===== src/rtl/ex_mdu_sequencer.sv =====
// Iterative multiply/divide sequencer beside the EX-stage ALU. It owns HI/LO,
// runs 32-step shift-add multiply or restoring divide, and stalls IF/ID/EX meanwhile.
module ex_mdu_sequencer #(
  parameter int                   NB_DATA   = 32,
  parameter int                   NB_FUNCT  = 6,
  parameter int                   NB_ALU_OP = 4,
  parameter logic [NB_ALU_OP-1:0] R_TYPE_OP = 4'b0010
) (
  input  logic                 i_clk,
  input  logic                 i_rst_n,
  input  logic                 i_valid,
  input  logic [NB_ALU_OP-1:0] i_alu_op_CU,
  input  logic [NB_FUNCT-1:0]  i_funct,
  input  logic [NB_DATA-1:0]   i_rs_data,
  input  logic [NB_DATA-1:0]   i_rt_data,
  input  logic                 i_flush,
  output logic                 o_stall,
  output logic                 o_busy,
  output logic                 o_done,
  output logic                 o_hilo_sel,
  output logic [NB_DATA-1:0]   o_hilo_data,
  output logic [NB_DATA-1:0]   o_hi,
  output logic [NB_DATA-1:0]   o_lo
);

  localparam int CNT_W = $clog2(NB_DATA);
  localparam logic [CNT_W-1:0] LAST_STEP = CNT_W'(NB_DATA - 1);

  localparam logic [NB_FUNCT-1:0] F_MFHI  = 6'b010000;
  localparam logic [NB_FUNCT-1:0] F_MTHI  = 6'b010001;
  localparam logic [NB_FUNCT-1:0] F_MFLO  = 6'b010010;
  localparam logic [NB_FUNCT-1:0] F_MTLO  = 6'b010011;
  localparam logic [NB_FUNCT-1:0] F_MULT  = 6'b011000;
  localparam logic [NB_FUNCT-1:0] F_MULTU = 6'b011001;
  localparam logic [NB_FUNCT-1:0] F_DIV   = 6'b011010;
  localparam logic [NB_FUNCT-1:0] F_DIVU  = 6'b011011;

  typedef enum logic {IDLE = 1'b0, BUSY = 1'b1} state_e;

  state_e                 state_q, state_d;
  logic [CNT_W-1:0]       cnt_q, cnt_d;
  logic [2*NB_DATA-1:0]   acc_q, acc_d;
  logic [NB_DATA-1:0]     opnd_q, opnd_d;
  logic                   is_div_q, is_div_d;
  logic                   neg_res_q, neg_res_d;
  logic                   neg_rem_q, neg_rem_d;
  logic [NB_DATA-1:0]     hi_q, hi_d;
  logic [NB_DATA-1:0]     lo_q, lo_d;
  logic                   done_q, done_d;

  logic dec_ok, dec_mul, dec_div, dec_signed;
  logic dec_mthi, dec_mtlo, dec_mfhi, dec_mflo;
  logic [NB_DATA-1:0] mag_rs, mag_rt;

  assign dec_ok     = i_valid & (i_alu_op_CU == R_TYPE_OP) & ~i_flush;
  assign dec_mul    = dec_ok & ((i_funct == F_MULT) | (i_funct == F_MULTU));
  assign dec_div    = dec_ok & ((i_funct == F_DIV)  | (i_funct == F_DIVU));
  assign dec_signed = (i_funct == F_MULT) | (i_funct == F_DIV);
  assign dec_mthi   = dec_ok & (i_funct == F_MTHI);
  assign dec_mtlo   = dec_ok & (i_funct == F_MTLO);
  assign dec_mfhi   = dec_ok & (i_funct == F_MFHI);
  assign dec_mflo   = dec_ok & (i_funct == F_MFLO);

  // 0x80000000 negates to itself, which is its correct unsigned magnitude.
  assign mag_rs = (dec_signed & i_rs_data[NB_DATA-1]) ? -i_rs_data : i_rs_data;
  assign mag_rt = (dec_signed & i_rt_data[NB_DATA-1]) ? -i_rt_data : i_rt_data;

  // Multiply: acc = {partial product, remaining multiplier bits}, shifted right.
  logic [NB_DATA:0]     mul_sum;
  logic [2*NB_DATA-1:0] mul_next;
  assign mul_sum  = {1'b0, acc_q[2*NB_DATA-1:NB_DATA]} +
                    (acc_q[0] ? {1'b0, opnd_q} : {(NB_DATA+1){1'b0}});
  assign mul_next = {mul_sum, acc_q[NB_DATA-1:1]};

  // Divide: acc = {remainder, dividend bits / quotient bits}, shifted left.
  logic [NB_DATA:0]     div_top, div_trial;
  logic                 div_ok;
  logic [NB_DATA-1:0]   div_rem;
  logic [2*NB_DATA-1:0] div_next;
  assign div_top   = acc_q[2*NB_DATA-1:NB_DATA-1];
  assign div_trial = div_top - {1'b0, opnd_q};
  assign div_ok    = ~div_trial[NB_DATA];
  assign div_rem   = div_ok ? div_trial[NB_DATA-1:0] : div_top[NB_DATA-1:0];
  assign div_next  = {div_rem, acc_q[NB_DATA-2:0], div_ok};

  logic [2*NB_DATA-1:0] step, prod;
  logic [NB_DATA-1:0]   quot, rem;
  logic                 div_zero;
  assign step     = is_div_q ? div_next : mul_next;
  assign prod     = neg_res_q ? -step : step;
  assign quot     = step[NB_DATA-1:0];
  assign rem      = step[2*NB_DATA-1:NB_DATA];
  assign div_zero = (opnd_q == '0);

  always_comb begin
    state_d   = state_q;
    cnt_d     = cnt_q;
    acc_d     = acc_q;
    opnd_d    = opnd_q;
    is_div_d  = is_div_q;
    neg_res_d = neg_res_q;
    neg_rem_d = neg_rem_q;
    hi_d      = hi_q;
    lo_d      = lo_q;
    done_d    = 1'b0;
    o_stall   = 1'b0;
    case (state_q)
      IDLE: begin
        if (dec_mul | dec_div) begin
          o_stall   = 1'b1;
          state_d   = BUSY;
          cnt_d     = '0;
          is_div_d  = dec_div;
          neg_res_d = dec_signed & (i_rs_data[NB_DATA-1] ^ i_rt_data[NB_DATA-1]);
          neg_rem_d = dec_signed & i_rs_data[NB_DATA-1];
          if (dec_div) begin
            acc_d  = {{NB_DATA{1'b0}}, mag_rs};
            opnd_d = mag_rt;
          end else begin
            acc_d  = {{NB_DATA{1'b0}}, mag_rt};
            opnd_d = mag_rs;
          end
        end else begin
          if (dec_mthi) hi_d = i_rs_data;
          if (dec_mtlo) lo_d = i_rs_data;
        end
      end
      BUSY: begin
        if (i_flush) begin
          state_d = IDLE;
        end else begin
          acc_d = step;
          cnt_d = cnt_q + 1'b1;
          if (cnt_q == LAST_STEP) begin
            state_d = IDLE;
            done_d  = 1'b1;
            if (is_div_q) begin
              // Divide by zero leaves all-ones quotient and the latched dividend.
              lo_d = (neg_res_q & ~div_zero) ? -quot : quot;
              hi_d = (neg_rem_q & ~div_zero) ? -rem  : rem;
            end else begin
              {hi_d, lo_d} = prod;
            end
          end else begin
            o_stall = 1'b1;
          end
        end
      end
      default: state_d = IDLE;
    endcase
  end

  always_ff @(posedge i_clk or negedge i_rst_n) begin
    if (!i_rst_n) begin
      state_q   <= IDLE;
      cnt_q     <= '0;
      acc_q     <= '0;
      opnd_q    <= '0;
      is_div_q  <= 1'b0;
      neg_res_q <= 1'b0;
      neg_rem_q <= 1'b0;
      hi_q      <= '0;
      lo_q      <= '0;
      done_q    <= 1'b0;
    end else begin
      state_q   <= state_d;
      cnt_q     <= cnt_d;
      acc_q     <= acc_d;
      opnd_q    <= opnd_d;
      is_div_q  <= is_div_d;
      neg_res_q <= neg_res_d;
      neg_rem_q <= neg_rem_d;
      hi_q      <= hi_d;
      lo_q      <= lo_d;
      done_q    <= done_d;
    end
  end

  assign o_busy      = (state_q == BUSY);
  assign o_done      = done_q;
  assign o_hilo_sel  = dec_mfhi | dec_mflo;
  assign o_hilo_data = dec_mfhi ? hi_q : (dec_mflo ? lo_q : '0);
  assign o_hi        = hi_q;
  assign o_lo        = lo_q;

endmodule

===== config.mk =====
export PLATFORM = sky130hd
export DESIGN_NAME = ex_mdu_sequencer
export DESIGN_NICKNAME = d
export VERILOG_FILES = /design/src/rtl/ex_mdu_sequencer.sv
export SDC_FILE = /design/constraint.sdc
export NUM_CORES = 1
export LEC_CHECK = 0
export ABC_AREA = 1
export CAP_MARGIN = 10
export CORE_ASPECT_RATIO = 1.25
export CORE_UTILIZATION = 40
export DETAILED_ROUTE_END_ITERATION = 12
export GPL_TIMING_DRIVEN = 0
export PLACE_DENSITY = 0.6
export SLEW_MARGIN = 20
export SYNTH_ARGS = -nofsm -noshare
export SYNTH_HDL_FRONTEND = slang
export SYNTH_SLANG_ARGS = --single-unit

===== constraint.sdc =====
create_clock -name i_clk -period 5.25 [get_ports i_clk]
set_clock_uncertainty 0.1 [all_clocks]
set_input_delay 1.05 -clock i_clk [delete_from_list [all_inputs] [get_ports i_clk]]
set_output_delay 1.05 -clock i_clk [all_outputs]
set_load 0.1 [all_outputs]

==> qor.txt <==
Gr ovfl total: 0
CTS tree: done
GPL Wtd Cong: 1.104
Async S/R FF share, synth: 100.0%
Pwr/cell area: 304.6 mW/mm2
Synthesized instance count: 3188
CP max stage delay: 0.63 ns
Post-synth cell types: 62
Period Utilization, post-route: 99.01%
Met1 Use GR: 45.17%
Seq pwr share: 25.4%
DR vias: 23160
Top cell type's share of synthesized area: 22.73%
Fmax: 0.1924 GHz
Leakage Power: 0.01108 uW
Clk_lat worst skew: 0.50 ns
Total wire length: 96850 um
WS Path Type: input port to output pin
Final nets: 3541
Slew Limit Headroom: 28.12%
Num Clock Sinks: 170
Global routing's busiest layer: met2
Initial antenna violation count: 1
Crit path launch type: input port
Worst setup margin: 0.05193 ns
Synth Warn #: 0
Global-route wire length before repair: 140500 um
Hold_buf cts: 0
Worst-Margin Slew: 1.074 ns
Area Overhead vs Synth: 17.32%
CP Data Required Time: 4.10 ns
Port Buf Inserts: 176
Clk root buf: clkbuf_16
Most common cell in the netlist: nand2_1
Worst-path clk slew: 0.07 ns
Synth cell count leaders: nand2_1, inv_1, nor2_1
Initial cell density of the core: 40.57%
Pre-Repair DR Iteration Count: 11
Slew Viols, Final: 0
Syn_nets: 3338
DP HPWL: 80320 um
Vias in the first global route: 22190
WL/cell: 24.28 um
Post-synthesis cell area: 0.01872 mm2
FF+latch count, synth: 170
Pin count of the biggest net entering global routing: 94
N_diodes: 0
Share of layout cells above drive strength 1: 7.139%
Sequential-to-total area share from yosys stat: 22.73%
Crit-path slowest cell: clkdlybuf4s50_1
Worst R2R Start: opnd_q[0]$_DFFE_PN0P_
Status: completed
Sw Pwr: 3564 uW
Worst Path Arrival: 4.05 ns
Area contributors post-synth: dfrtp_1, nand2_1, inv_1, nor2_1, nand3_1
GRT Total Usage: 40.56%
Setup Viol. Count Final: 0
DRT iter0 DRCs: 2537
Die W: 195.5 um
Crit Path Max Fanout: 10
Final core occ: 47.59%
Tmin final: 5.198 ns
H-Tree Level Count: 4
Internal power: 3125 uW
Delay-heaviest family, CP: buffers and inverters
M2 GR Usage: 66.47%
Avg Cell Area, Syn: 5.871 um2
Combinational Power Share: 54.5%
Core area: 0.04613 mm2
GRT met3 Usage: 7.406%
Row cnt: 88
Max-cap violations: 0
Cell type with the largest total area after synthesis: dfrtp_1
Routed Antenna Nets: 0
Crit end category: output pin
CTS buffer count: 17
Hold Crit Start: neg_rem_q$_DFFE_PN0P_
Worst VDD drop: 281.2 uV
Critical Path Source: i_flush
Die Height: 243.8 um
Die ar.: 0.04766 mm2
Final Hold Fails: 0
Switching share of power: 53.28%
Post-synth EDFFs: 0
Fillers: 5059
Post-route DRC: 0
Most frequent CP cell: inv_1
Clock network power share: 20.1%
I/O pins: 178
Main flop type after synthesis: dfrtp_1
Vias per cell: 5.807
HP Class: register to register
Max Root-Sink Buffers: 2
Worst path cell trace: clkdlybuf4s50_1, nor3_1, and2_1, inv_1, nor3_4, inv_1, clkbuf_1, o31ai_1, buf_4
Critical path buffer and inverter count: 5
Worst slack, placed: -0.9774 ns
## per-stage QoR
step,hold slack (ns),power (uW),setup TNS [ns],cells,instance area [um2]
floorplan,0.3534,4016,0,3188,18720
global placement,0.3784,5204,-766.59,3949,21210
detailed placement,0.3778,5226,-11.54,3950,21240
CTS,0.3960,6580,0,3984,21870
global route,0.4247,7002,-0.009791,3989,21960
finish,0.3922,6689,0,3989,21960
## cell usage in the layout (no fill, tap or decap), drive strengths merged, types with 38 or more instances in the layout
cell type,instances
nand2,963
inv,477
nor2,391
nand3,252
o21ai,249
dfrtp,170
a21oi,167
clkdlybuf4s50,143
clkbuf,125
ha,70
xor2,58
buf,42
nor3,38
## routing by layer
metal / vias to the layer above / wire length (um)
li1: 10720 / -
met1: 10850 / 35450
met2: 1237 / 44100
met3: 359 / 7481
met4: 2 / 9801
met5: - / 12
## layout make-up
cell class | instances | area (um2) | share of cell area [%]
flip-flops and latches | 170 | 4255 | 19.38
clock buffers | 18 | 429.2 | 1.955
well taps | 585 | 732.0 | 3.334
multi-input cells | 2435 | 12400 | 56.46
clock inverters | 14 | 148.9 | 0.6781
plain buffers | 112 | 511.7 | 2.331
inverters | 471 | 1770 | 8.063
repair buffers | 184 | 1713 | 7.801
## registers in the layout, summed over array words and instances (netlist names)
register / flops
neg_res_q: 1
o_busy: 1
opnd_q: 32
o_done: 1
o_lo: 32
o_hi: 32
neg_rem_q: 1
cnt_q: 5
is_div_q: 1
acc_q: 64
## repair_timing
item / CTS / global route
pin swaps: 3 / 17
resized for setup: 64 / 121
buffers inserted: 2 / 5
setup endpoints to repair: 50 / 49
## path summary, 6_finish.rpt
kind	slack, ns	depth (start not counted)	end
max	0.05	9	o_stall
min	0.39	2	neg_rem_q$_DFFE_PN0P_
max reg2reg	0.21	38	o_hi[18]$_DFFE_PN0P_
min reg2reg	0.39	2	neg_rem_q$_DFFE_PN0P_
max in group asynchronous	3.62	2	o_hi[19]$_DFFE_PN0P_
min in group asynchronous	0.46	1	opnd_q[9]$_DFFE_PN0P_
## power by group through the flow
| stage | logic [uW] | clock network [uW] | registers, uW |
|---|---|---|---|
| floorplan | 1870 | 0 | 2140 |
| global placement | 3490 | 0 | 1710 |
| detailed placement | 3510 | 0 | 1710 |
| CTS | 3540 | 1350 | 1690 |
| global route | 3920 | 1380 | 1700 |
| finish | 3650 | 1340 | 1700 |
## logic make-up after synthesis
logic type | count (synthesis) | synth area share [%]
adder cells (fa/ha/maj) | 72 | 4.894
AO/OA/AOI/OAI | 559 | 17.28
XOR/XNOR | 76 | 3.557
flip-flops | 170 | 22.73
buffers and inverters | 583 | 12.18
AND/OR/NAND/NOR | 1728 | 39.36
## tightest hold or removal path, delay by kind of cell (launching register included)
family	cells	cell delay (ns)
AND/OR/NAND/NOR	1	0.05
flip-flops	1	0.35
AO/OA/AOI/OAI	1	0.06
Note: power is estimated with default switching activity, not from simulation.
